File: src/rtl/tone_scheduler_if.sv
// Beeper control bundle between the game FSM and tone_scheduler.
// master drives config/timebase, slave is the scheduler.
interface tone_scheduler_if;
  logic        timebase;
  logic        enable;
  logic        cfg_load;
  logic [9:0]  tph_in;
  logic [9:0]  freq_in;
  logic        busy;
  logic        cfg_ack;
  logic        beep_active;
  logic        tone_out;
  logic [21:0] interval_ms;
  logic [15:0] tone_count;

  modport master (
    output timebase, enable, cfg_load,
    output tph_in, freq_in,
    input  busy, cfg_ack, beep_active,
    input  tone_out, interval_ms, tone_count
  );

  modport slave (
    input  timebase, enable, cfg_load,
    input  tph_in, freq_in,
    output busy, cfg_ack, beep_active,
    output tone_out, interval_ms, tone_count
  );
endinterface

File: src/rtl/tone_scheduler.sv
// Periodic beeper scheduler: rate -> interval via sequential divide,
// then WAIT/TONE cycling on the ms timebase with a phase-accumulator tone.
module tone_scheduler #(
  parameter int unsigned PHASE_STEP = 4295,
  parameter int unsigned TONE_MS    = 200,
  parameter int unsigned DIVIDEND   = 3600000
) (
  input  logic             clk,
  input  logic             reset,
  tone_scheduler_if.slave  bus
);

  typedef enum logic [1:0] {
    IDLE,
    CALC,
    WAIT,
    TONE
  } state_t;

  localparam logic [21:0] DVD  = 22'(DIVIDEND);
  localparam logic [21:0] TMS  = 22'(TONE_MS);
  localparam logic [12:0] STEP = 13'(PHASE_STEP);

  state_t      state_q, state_d;
  logic [9:0]  tph_q, tph_d;
  logic [9:0]  freq_q, freq_d;
  logic [21:0] dvd_q, dvd_d;
  logic [9:0]  rem_q, rem_d;
  logic [21:0] quo_q, quo_d;
  logic [4:0]  iter_q, iter_d;
  logic [21:0] cnt_q, cnt_d;
  logic [31:0] acc_q, acc_d;
  logic [21:0] ival_q, ival_d;
  logic [15:0] tcnt_q, tcnt_d;
  logic        ack_q, ack_d;

  logic        accept;
  logic        valid;
  logic [10:0] trial;
  logic [10:0] diff;
  logic        ge;
  logic [9:0]  rem_nx;
  logic [21:0] quo_nx;
  logic [22:0] prod;

  assign accept = bus.cfg_load && (state_q != CALC);
  assign valid  = (tph_q != 10'd0) && (freq_q != 10'd0);

  // One restoring step: remainder stays below tph so 10 bits suffice.
  assign trial  = {rem_q, dvd_q[21]};
  assign diff   = trial - {1'b0, tph_q};
  assign ge     = trial >= {1'b0, tph_q};
  assign rem_nx = ge ? diff[9:0] : trial[9:0];
  assign quo_nx = {quo_q[20:0], ge};

  assign prod   = freq_q * STEP;

  always_comb begin
    state_d = state_q;
    tph_d   = tph_q;
    freq_d  = freq_q;
    dvd_d   = dvd_q;
    rem_d   = rem_q;
    quo_d   = quo_q;
    iter_d  = iter_q;
    cnt_d   = cnt_q;
    acc_d   = acc_q;
    ival_d  = ival_q;
    tcnt_d  = tcnt_q;
    ack_d   = 1'b0;

    if (accept) begin
      tph_d   = bus.tph_in;
      freq_d  = bus.freq_in;
      dvd_d   = DVD;
      rem_d   = 10'd0;
      quo_d   = 22'd0;
      iter_d  = 5'd0;
      state_d = CALC;
    end else begin
      unique case (state_q)
        IDLE: begin
          if (bus.enable && valid) begin
            state_d = WAIT;
            cnt_d   = ival_q - TMS;
          end
        end
        CALC: begin
          if (tph_q == 10'd0) begin
            ival_d  = 22'd0;
            ack_d   = 1'b1;
            state_d = IDLE;
          end else begin
            rem_d  = rem_nx;
            quo_d  = quo_nx;
            dvd_d  = {dvd_q[20:0], 1'b0};
            iter_d = iter_q + 5'd1;
            if (iter_q == 5'd21) begin
              ival_d = quo_nx;
              ack_d  = 1'b1;
              if (bus.enable && freq_q != 10'd0) begin
                state_d = WAIT;
                cnt_d   = quo_nx - TMS;
              end else begin
                state_d = IDLE;
              end
            end
          end
        end
        WAIT: begin
          if (!bus.enable) begin
            state_d = IDLE;
          end else if (bus.timebase) begin
            if (cnt_q == 22'd1) begin
              state_d = TONE;
              cnt_d   = TMS;
              acc_d   = 32'd0;
              tcnt_d  = tcnt_q + 16'd1;
            end else begin
              cnt_d = cnt_q - 22'd1;
            end
          end
        end
        TONE: begin
          if (!bus.enable) begin
            state_d = IDLE;
          end else begin
            acc_d = acc_q + {9'd0, prod};
            if (bus.timebase) begin
              if (cnt_q == 22'd1) begin
                state_d = WAIT;
                cnt_d   = ival_q - TMS;
              end else begin
                cnt_d = cnt_q - 22'd1;
              end
            end
          end
        end
      endcase
    end
  end

  always_ff @(posedge clk or posedge reset) begin
    if (reset) begin
      state_q <= IDLE;
      tph_q   <= '0;
      freq_q  <= '0;
      dvd_q   <= '0;
      rem_q   <= '0;
      quo_q   <= '0;
      iter_q  <= '0;
      cnt_q   <= '0;
      acc_q   <= '0;
      ival_q  <= '0;
      tcnt_q  <= '0;
      ack_q   <= 1'b0;
    end else begin
      state_q <= state_d;
      tph_q   <= tph_d;
      freq_q  <= freq_d;
      dvd_q   <= dvd_d;
      rem_q   <= rem_d;
      quo_q   <= quo_d;
      iter_q  <= iter_d;
      cnt_q   <= cnt_d;
      acc_q   <= acc_d;
      ival_q  <= ival_d;
      tcnt_q  <= tcnt_d;
      ack_q   <= ack_d;
    end
  end

  assign bus.busy        = (state_q == CALC);
  assign bus.cfg_ack     = ack_q;
  assign bus.beep_active = (state_q == TONE);
  assign bus.tone_out    = (state_q == TONE) && acc_q[31];
  assign bus.interval_ms = ival_q;
  assign bus.tone_count  = tcnt_q;

endmodule

File: src/flat_wrapper.sv
// flat-port wrapper written by rule: the top's interface ports become plain ports
module tone_scheduler_flat 
#(
  parameter int unsigned PHASE_STEP = 4295,
  parameter int unsigned TONE_MS    = 200,
  parameter int unsigned DIVIDEND   = 3600000
)
  (clk, reset, bus_timebase, bus_enable, bus_cfg_load, bus_tph_in, bus_freq_in, bus_busy, bus_cfg_ack, bus_beep_active, bus_tone_out, bus_interval_ms, bus_tone_count);
  tone_scheduler_if bus_i ();
  input  logic clk;
  input  logic reset;
  input wire logic [$bits(bus_i.timebase)-1:0] bus_timebase;
  input wire logic [$bits(bus_i.enable)-1:0] bus_enable;
  input wire logic [$bits(bus_i.cfg_load)-1:0] bus_cfg_load;
  input wire logic [$bits(bus_i.tph_in)-1:0] bus_tph_in;
  input wire logic [$bits(bus_i.freq_in)-1:0] bus_freq_in;
  output wire logic [$bits(bus_i.busy)-1:0] bus_busy;
  output wire logic [$bits(bus_i.cfg_ack)-1:0] bus_cfg_ack;
  output wire logic [$bits(bus_i.beep_active)-1:0] bus_beep_active;
  output wire logic [$bits(bus_i.tone_out)-1:0] bus_tone_out;
  output wire logic [$bits(bus_i.interval_ms)-1:0] bus_interval_ms;
  output wire logic [$bits(bus_i.tone_count)-1:0] bus_tone_count;
  assign bus_i.timebase = bus_timebase;
  assign bus_i.enable = bus_enable;
  assign bus_i.cfg_load = bus_cfg_load;
  assign bus_i.tph_in = bus_tph_in;
  assign bus_i.freq_in = bus_freq_in;
  assign bus_busy = bus_i.busy;
  assign bus_cfg_ack = bus_i.cfg_ack;
  assign bus_beep_active = bus_i.beep_active;
  assign bus_tone_out = bus_i.tone_out;
  assign bus_interval_ms = bus_i.interval_ms;
  assign bus_tone_count = bus_i.tone_count;
  tone_scheduler #(.PHASE_STEP(PHASE_STEP), .TONE_MS(TONE_MS), .DIVIDEND(DIVIDEND)) u_core (.clk(clk), .reset(reset), .bus(bus_i));
endmodule
File: config.mk
export PLATFORM = sky130hd
export DESIGN_NAME = tone_scheduler_flat
export DESIGN_NICKNAME = d
export VERILOG_FILES = /design/src/rtl/tone_scheduler_if.sv /design/src/rtl/tone_scheduler.sv /design/src/flat_wrapper.sv
export SDC_FILE = /design/constraint.sdc
export NUM_CORES = 1
export LEC_CHECK = 0
export CAP_MARGIN = 20
export CORE_ASPECT_RATIO = 1.1
export CORE_MARGIN = 8
export CORE_UTILIZATION = 30
export DETAILED_ROUTE_END_ITERATION = 10
export GPL_TIMING_DRIVEN = 0
export PLACE_DENSITY = 0.51
export SLEW_MARGIN = 30
export SYNTH_ARGS = -nofsm -noshare
export SYNTH_HDL_FRONTEND = slang
export SYNTH_SLANG_ARGS = --single-unit
File: constraint.sdc
create_clock -name clk -period 8.3 [get_ports clk]
set_clock_uncertainty 0.05 [all_clocks]
set_input_delay 2.075 -clock clk [delete_from_list [all_inputs] [get_ports clk]]
set_output_delay 2.075 -clock clk [all_outputs]
set_load 0.01 [all_outputs]
==> impl_metrics.py, run 1 <==
metrics = {
    "outcome": {
        "status": "completed",
    },
    "cells_and_area": {
        "syn2layout_area_growth_pct": 17.3,
        "n_antenna_cell": 0,
        "nNetsFinal": 1547,
        "fin_util_pct": 35.7,
        "layout-drive-gt1-share_pct": 3.66,
        "fin_area_mm2": 0.0133,
    },
    "clock_network": {
        "cts_buffer_depth": 2,
        "cts.clk_slew.worst_paths_ns": 0.07,
        "clock-root-buffer": "clkbuf_16",
        "cts_resized": 0,
        "cts_tree": "yes",
        "clk_latency_ns": 0.43,
        "cts_inserted_buffers": 17,
        "htree_num_levels": 4,
        "cts.sink_count": 166,
        "hold_buffers": 0,
        "postCtsSetupBuffers": 0,
    },
    "sta": {
        "fmax_mhz": 160,
        "fin_crit_ns": 6.26,
        "slew_viol_final": 0,
        "hold_violations": 0,
        "period_share_pct": 75.4,
        "rsz0062_at_grt": "no",
        "worst_slew_pin_slew_ns": 0.816,
        "setup_viol": 0,
        "max_slew_margin_pct": 45.1,
    },
    "global_route": {
        "grt_max_degree": 81,
        "grt_overflow": 0,
        "grt_use_total_pct": 14.3,
        "grt_pass1_vias": 9421,
        "antenna_found_initial": 0,
        "grt_pass1_wl_um": 51300,
    },
    "floorplanning": {
        "die_area_mm2": 0.0442,
        "die_w_um": 201,
        "rows": 74,
        "core_mm2": 0.0371,
        "fp.dieH_um": 220,
        "ioPinCount": 67,
        "initial_core_util_pct": 30.5,
    },
    "synthesis": {
        "synth_compound_area_share_pct": 14.5,
        "ys_types": 64,
        "synthMuxAreaShare_pct": 0.476,
        "synthTopCellsByArea": "dfrtp_1 (37%), ha_1 (11%), fa_1 (6.9%)",
        "yosys.area.top_type": "dfrtp_1",
        "yosysTopAreaCellShare_pct": 36.7,
        "syn_area_per_cell_um2": 8.74,
        "synth_nets": 1461,
        "synth_top_family_by_area": "simple AND/OR/NAND/NOR gates",
        "synthSimpleGateAreaFrac_pct": 18.4,
        "synth_edf_count": 0,
        "synthFlopType": "dfrtp_1",
        "synthArstFlopShare_pct": 100,
        "synthAdderAreaFrac_pct": 18.2,
        "ys_ff_latch": 166,
        "ys_warn_count": 0,
        "syn_area_mm2": 0.0113,
        "syn_inst": 1295,
        "synth-xor-area-share_pct": 5.81,
        "yosysSeqAreaShare_pct": 36.7,
    },
    "placed_design": {
        "place_hpwl_um": 24000,
        "place_area_mm2": 0.0127,
        "gp_congestion": 0.854,
        "port_buffers": 65,
    },
    "critical_path": {
        "r2r-end": "u_core.acc_q[28]",
        "critPathMaxFanout": 6,
        "cp-end-kind": "register",
        "worstSetupEndpoint": "u_core.acc_q[28]",
        "crit_start": "u_core.freq_q[8]",
        "r2r_start": "u_core.freq_q[8]",
        "worstSetupPathType": "reg -> reg",
        "startpoint_type": "register",
        "rr_worst_depth": 18,
        "worst_ep_arrival_time_ns": 6.51,
        "cp.required_ns": 8.55,
        "ff2ff_setup_slack_ns": 2.04,
    },
    "hold_path": {
        "holdCritPathClass": "reg -> reg",
    },
    "route": {
        "wl_per_cell_um": 16.5,
        "vias_per_cell": 4.99,
        "ant_nets": 0,
        "drtPass1Iterations": 6,
        "routed_wl_um": 31100,
        "vias": 9413,
        "drc": 0,
        "drt_iter0_markers": 581,
    },
    "run": {
        "max-cap-violations": 0,
    },
}
## state kept, by name (all words and copies together), names as in the netlist
register / cells
u_core.dvd_q: 15
u_core.acc_q: 32
u_core.bus.cfg_ack: 1
u_core.rem_q: 10
u_core.quo_q: 21
u_core.state_q: 2
u_core.bus.tone_count: 16
u_core.freq_q: 10
u_core.cnt_q: 22
u_core.tph_q: 10
u_core.iter_q: 5
u_core.bus.interval_ms: 22
## how the worst min path moves through the flow
stage                         startpoint                         to  slack [ns]  depth (start not counted)
6_report       u_core.bus.tone_count[15]  u_core.bus.tone_count[15]        0.42                          1
4_1_cts        u_core.bus.tone_count[15]  u_core.bus.tone_count[15]        0.43                          1
2_1_floorplan            u_core.dvd_q[7]            u_core.dvd_q[7]        0.40                          2
5_1_grt        u_core.bus.tone_count[15]  u_core.bus.tone_count[15]        0.45                          1
3_5_place_dp             u_core.dvd_q[7]            u_core.dvd_q[7]        0.42                          2
3_3_place_gp   u_core.bus.tone_count[15]  u_core.bus.tone_count[15]        0.41                          1
## cell families (layout without fill, tap and decap cells)
group,Yosys count,in the layout
AO/OA/AOI/OAI,274,274
XOR/XNOR,75,75
adder cells (fa/ha/maj),141,141
buffers and inverters,180,279
flip-flops,166,166
multiplexers,5,5
AND/OR/NAND/NOR,454,454
## cell type report
type	count	area (µm²)
plain buffers	54	206
clock buffers	19	433
clock inverters	13	181
fillers	3844	23900
inverters	126	480
multi-input cells	949	6490
flip-flops and latches	166	4150
well taps	494	618
repair buffers	67	706
## synthesized netlist by cell type (10+ instances only)
library cell and instances:
nand2_1 187, dfrtp_1 166, inv_1 125, o21ai_0 125
ha_1 102, nor2_1 86, nand3_1 67, a21oi_1 60
clkbuf_1 47, fa_1 39, xor2_1 38, xnor2_1 37
nor3_1 29, nand4_1 14, nor4_1 13, a31oi_1 12
nand2b_1 10
## layer usage
| metal | track usage (%) | share of wire [%] |
|---|---|---|
| met5 | 0 | 0 |
| met4 | 3.21 | 1.1 |
| met3 | 2.42 | 3.7 |
| met2 | 24.1 | 47 |
| met1 | 19.2 | 48 |
## per-stage QoR
stage	hold WS, ns	setup WS, ns	TNS (ns)	cells
global placement	0.411	-1.19	-193.02	1854
detailed placement	0.416	2.03	0	1856
finish	0.424	2.04	0	1888
global route	0.453	1.61	0	1888
CTS	0.426	2.00	0	1888
floorplan	0.397	1.68	0	1295
## critical path, cell delays in order, from the launching register on
cell	delay [ns]
dfrtp_1	0.50
inv_1	0.13
ha_1	0.37
fa_1	0.51
inv_1	0.05
fa_1	0.50
fa_1	0.52
fa_1	0.55
inv_1	0.04
ha_1	0.37
a21oi_1	0.25
nand2_1	0.08
o41ai_1	0.57
a21oi_1	0.19
nor3_1	0.31
o31ai_1	0.19
a21boi_0	0.42
or4_1	0.19
mux2_1	0.32
## layout by cell type, fill, tap and decap left out, types with 38 or more instances in the layout
master	instances
inv_1	124
nand3_1	67
clkbuf_1	49
clkdlybuf4s50_1	65
nor2_1	86
ha_1	102
xor2_1	38
a21oi_1	60
dfrtp_1	166
fa_1	39
o21ai_0	125
nand2_1	187
Power of run 1 is not shown: default switching activity piles up to over one toggle a cycle in this logic, so the estimate is an artifact.
==> run 2: changes to the inputs <==
clock period = 6.1 ns   (was 8.3 ns; I/O delays follow)
==> impl_metrics.py, run 2 (synthesis gave the netlist of run 1 again) <==
metrics = {
    "route": {
        "vias_per_cell": 4.97,
        "routed_wl_um": 31100,
        "ant_nets": 0,
        "wl_per_cell_um": 16.5,
        "vias": 9392,
        "drt_iter0_markers": 583,
        "drc": 0,
        "drtPass1Iterations": 5,
    },
    "critical_path": {
        "cp-end-kind": "register",
        "cp.required_ns": 6.35,
        "worst_ep_arrival_time_ns": 5.98,
        "r2r-end": "u_core.acc_q[28]",
        "cp_common_cell": "fa_1",
        "worstSetupEndpoint": "u_core.acc_q[28]",
        "rr_worst_depth": 18,
        "path_cells": "inv_1 > ha_1 > fa_1 > inv_1 > fa_1 > fa_1 > fa_1 > inv_1 > ha_2 > nand3_1 > a31oi_2 > o41ai_2 > a21oi_1 > nor3_1 > o31ai_2 > a21boi_2 > or4_1 > mux2_1",
        "r2r_start": "u_core.freq_q[8]",
        "critPathMaxStageDelay_ns": 0.55,
        "worst-path-buf-inv": 3,
        "ff2ff_setup_slack_ns": 0.37,
        "crit_start": "u_core.freq_q[8]",
        "critPathMaxFanout": 6,
        "path_depth": 18,
        "startpoint_type": "register",
        "worstSetupPathType": "reg -> reg",
        "critical_path.top_delay_family": "adder cells",
        "slowest_stage": "fa_1",
    },
    "clock_network": {
        "cts.sink_count": 166,
        "htree_num_levels": 4,
        "cts_buffer_depth": 2,
        "cts_tree": "yes",
        "clock-root-buffer": "clkbuf_16",
        "clk_latency_ns": 0.43,
        "cts_inserted_buffers": 17,
        "postCtsSetupBuffers": 0,
        "cts.clk_slew.worst_paths_ns": 0.07,
    },
    "global_route": {
        "grt_use_total_pct": 14.3,
        "grtUsageMet1_pct": 19.2,
        "grt_max_degree": 81,
        "grt_pass1_wl_um": 51400,
        "grt_pass1_vias": 9431,
        "grt.met3_usage_pct": 2.42,
        "antenna_found_initial": 0,
        "grt_overflow": 0,
        "use_met2_pct": 24.0,
        "top_usage_layer": "met2",
    },
    "run": {
        "max-cap-violations": 0,
    },
    "cells_and_area": {
        "fillers": 3848,
        "top_register": "u_core.acc_q",
        "syn2layout_area_growth_pct": 17.6,
        "n_antenna_cell": 0,
        "layout_common_cells": "nand2_1 (187), dfrtp_1 (163), o21ai_0 (125)",
        "layout-drive-gt1-share_pct": 4.30,
        "fin_area_mm2": 0.0133,
        "nNetsFinal": 1547,
        "largest_reg_flops": 32,
        "mostFrequentLayoutCell": "nand2_1",
    },
    "sta": {
        "max_slew_margin_pct": 41.5,
        "setup_viol": 0,
        "hold_violations": 0,
        "period_share_pct": 94.0,
        "fmax_mhz": 174,
        "rsz0062_at_grt": "no",
        "slew_viol_final": 0,
        "timing.hold.ws_ns": 0.426,
        "worst_slew_pin_slew_ns": 0.870,
        "fin_crit_ns": 5.73,
    },
    "outcome": {
        "status": "completed",
    },
    "hold_path": {
        "min_from": "u_core.bus.tone_count[15]",
        "holdCritPathClass": "reg -> reg",
    },
    "floorplanning": {
        "ioPinCount": 67,
        "core_mm2": 0.0371,
        "die_area_mm2": 0.0442,
        "fp.dieH_um": 220,
        "die_w_um": 201,
        "initial_core_util_pct": 30.5,
        "rows": 74,
    },
    "placed_design": {
        "place_hpwl_um": 24000,
        "place_area_mm2": 0.0127,
        "port_buffers": 65,
        "gp_congestion": 0.854,
    },
}
run 2: worst min path at each step:
stage,end,depth (start not counted)
after floorplan,u_core.dvd_q[7],2
after global placement,u_core.bus.tone_count[15],1
after detailed placement,u_core.dvd_q[7],2
after CTS,u_core.bus.tone_count[15],1
after global routing,u_core.bus.tone_count[15],1
final,u_core.bus.tone_count[15],1
run 2: final cells by class:
type	instances	area [µm²]	share of cell area, %
Multi-Input combinational cell	949	6520	49.0
Sequential cell	166	4160	31.3
Timing Repair Buffer	67	706	5.30
Tap cell	494	618	4.65
Inverter	126	480	3.61
Clock buffer	19	433	3.25
Buffer	54	206	1.55
Clock inverter	13	181	1.36
run 2: metrics by stage:
step | instances | setup WS (ns) | utilization (%) | TNS (ns)
finish | 1888 | 0.367 | 35.8 | 0
global route | 1888 | 0.0339 | 35.8 | 0
CTS | 1888 | 0.0125 | 35.8 | 0
detailed placement | 1856 | -0.170 | 34.1 | -0.170
global placement | 1854 | -2.84 | 33.9 | -467.05
floorplan | 1295 | 0.0350 | - | 0
run 2: metal layers:
metal	vias up	part of all wire, %
met4	0	1.2
met1	4601	48
met5	-	0
li1	4601	-
met3	18	3.7
met2	172	47
run 2: timing repair:
item,in CTS,in global routing
setup endpoints to repair,1,11
resized for setup,2,8
cloned,0,0
pin swaps,0,1
hold buffers,0,0
Power of run 2 is left out for the same reason.
==> run 3: changes to the inputs <==
CORE_UTILIZATION = 45   (was 30)
PLACE_DENSITY = 0.68   (was 0.51)
SETUP_SLACK_MARGIN = 0.3   (was default)
TNS_END_PERCENT = 100   (was default)
==> impl_metrics.py, run 3 (synthesis gave the netlist of run 1 again) <==
metrics = {
    "floorplanning": {
        "ioPinCount": 67,
        "initial_core_util_pct": 45.2,
        "core_mm2": 0.0250,
        "die_w_um": 167,
        "die_area_mm2": 0.0305,
        "rows": 61,
        "fp.dieH_um": 182,
    },
    "critical_path": {
        "rr_worst_depth": 17,
        "path_cells": "fa_1 > fa_1 > inv_1 > fa_1 > fa_1 > fa_1 > inv_1 > ha_4 > a31oi_1 > a31oi_4 > o41ai_4 > a21oi_2 > nor3_2 > o31ai_4 > a21boi_2 > or4_1 > mux2_1",
        "critPathMaxStageDelay_ns": 0.54,
        "cp.required_ns": 6.36,
        "cp_common_cell": "fa_1",
        "r2r-end": "u_core.acc_q[28]",
        "startpoint_type": "register",
        "worst-path-buf-inv": 2,
        "slowest_stage": "fa_1",
        "ff2ff_setup_slack_ns": 0.51,
        "r2r_start": "u_core.freq_q[7]",
        "worst_ep_arrival_time_ns": 5.84,
        "path_depth": 17,
        "critPathMaxFanout": 6,
        "cp-end-kind": "register",
        "critical_path.top_delay_family": "adder cells",
        "worstSetupPathType": "reg -> reg",
    },
    "cells_and_area": {
        "n_antenna_cell": 0,
        "layout_common_cells": "nand2_1 (187), dfrtp_1 (161), o21ai_0 (125)",
        "largest_reg_flops": 32,
        "fin_area_mm2": 0.0133,
        "mostFrequentLayoutCell": "nand2_1",
        "syn2layout_area_growth_pct": 17.4,
        "fillers": 2285,
        "layout-drive-gt1-share_pct": 5.90,
        "top_register": "u_core.acc_q",
        "nNetsFinal": 1559,
    },
    "sta": {
        "worst_slew_pin_slew_ns": 0.755,
        "hold_violations": 0,
        "setup_viol": 0,
        "max_slew_margin_pct": 49.7,
        "slew_viol_final": 0,
        "period_share_pct": 91.6,
        "fin_crit_ns": 5.59,
        "rsz0062_at_grt": "no",
        "setup-tns-final_ns": 0,
        "fmax_mhz": 179,
    },
    "clock_network": {
        "cts.sink_count": 166,
        "hold_buffers": 0,
        "clock-root-buffer": "clkbuf_16",
        "cts_inserted_buffers": 17,
        "htree_num_levels": 4,
        "cts.clk_slew.worst_paths_ns": 0.08,
        "clk_latency_ns": 0.43,
        "cts_tree": "yes",
        "cts_buffer_depth": 2,
    },
    "hold_path": {
        "min_from": "u_core.bus.tone_count[15]",
        "whs_endpoint": "u_core.bus.tone_count[15]",
        "hold_depth": 1,
        "holdCritPathClass": "reg -> reg",
    },
    "route": {
        "drc": 0,
        "wl_per_cell_um": 16.9,
        "vias_per_cell": 5.59,
        "drt_iter0_markers": 745,
        "drtPass1Iterations": 5,
        "ant_nets": 0,
        "vias": 9622,
        "routed_wl_um": 29200,
    },
    "placed_design": {
        "place_area_mm2": 0.0125,
        "gp_congestion": 0.895,
        "place_hpwl_um": 22100,
        "port_buffers": 65,
    },
    "global_route": {
        "grt_max_degree": 30,
        "grt_pass1_wl_um": 48200,
        "grt_pass1_vias": 9596,
        "grt_overflow": 0,
        "antenna_found_initial": 0,
        "grt_use_total_pct": 19.4,
    },
    "run": {
        "max-cap-violations": 0,
    },
    "outcome": {
        "status": "completed",
    },
}
[run 3: worst max path at each step]
stage                           from          endpoint  slack [ns]
floorplan           u_core.freq_q[7]  u_core.acc_q[28]        0.59
global placement    u_core.freq_q[8]  u_core.acc_q[28]       -0.13
detailed placement  u_core.freq_q[8]  u_core.acc_q[28]       -0.17
CTS                 u_core.freq_q[7]  u_core.acc_q[28]        0.23
global route        u_core.freq_q[7]  u_core.acc_q[28]        0.31
finish              u_core.freq_q[7]  u_core.acc_q[28]        0.51
[run 3: metrics by stage]
| stage | instances | utilization [%] | hold slack (ns) | setup WS, ns |
|---|---|---|---|---|
| 2_1_floorplan | 1295 | - | 0.397 | 0.589 |
| 3_3_place_gp | 1675 | 49.4 | 0.409 | -0.128 |
| 3_5_place_dp | 1681 | 49.9 | 0.413 | -0.175 |
| 4_1_cts | 1713 | 52.5 | 0.426 | 0.229 |
| 5_1_grt | 1721 | 53.1 | 0.456 | 0.306 |
| 6_report | 1721 | 53.1 | 0.420 | 0.510 |
[run 3: final cells by class]
cell class	instances	area, µm²	area share, %
buffer	54	206	1.55
clock buffer	18	439	3.31
clock inverter	14	175	1.32
inverter	126	477	3.59
multi-input combinational	949	6590	49.6
sequential	166	4160	31.3
tap	315	394	2.97
timing repair buffer	79	838	6.31
[run 3: repair_timing]
item                                    CTS  global route
endpoints found under the setup margin   11            11
endpoints found under the hold margin     0             0
pin swaps                                 1             4
gates resized for setup                   8            16
setup buffers                             0             8
[run 3: layer usage]
metal | vias up | routed length (µm) | share of wire [%] | track usage [%]
li1 | 4621 | - | - | -
met1 | 4684 | 13400 | 46 | 25.3
met2 | 281 | 13800 | 47 | 32.3
met3 | 36 | 1460 | 5.0 | 3.11
met4 | 0 | 566 | 1.9 | 6.47
met5 | - | 0 | 0 | 0
Power of run 3 is left out for the same reason.
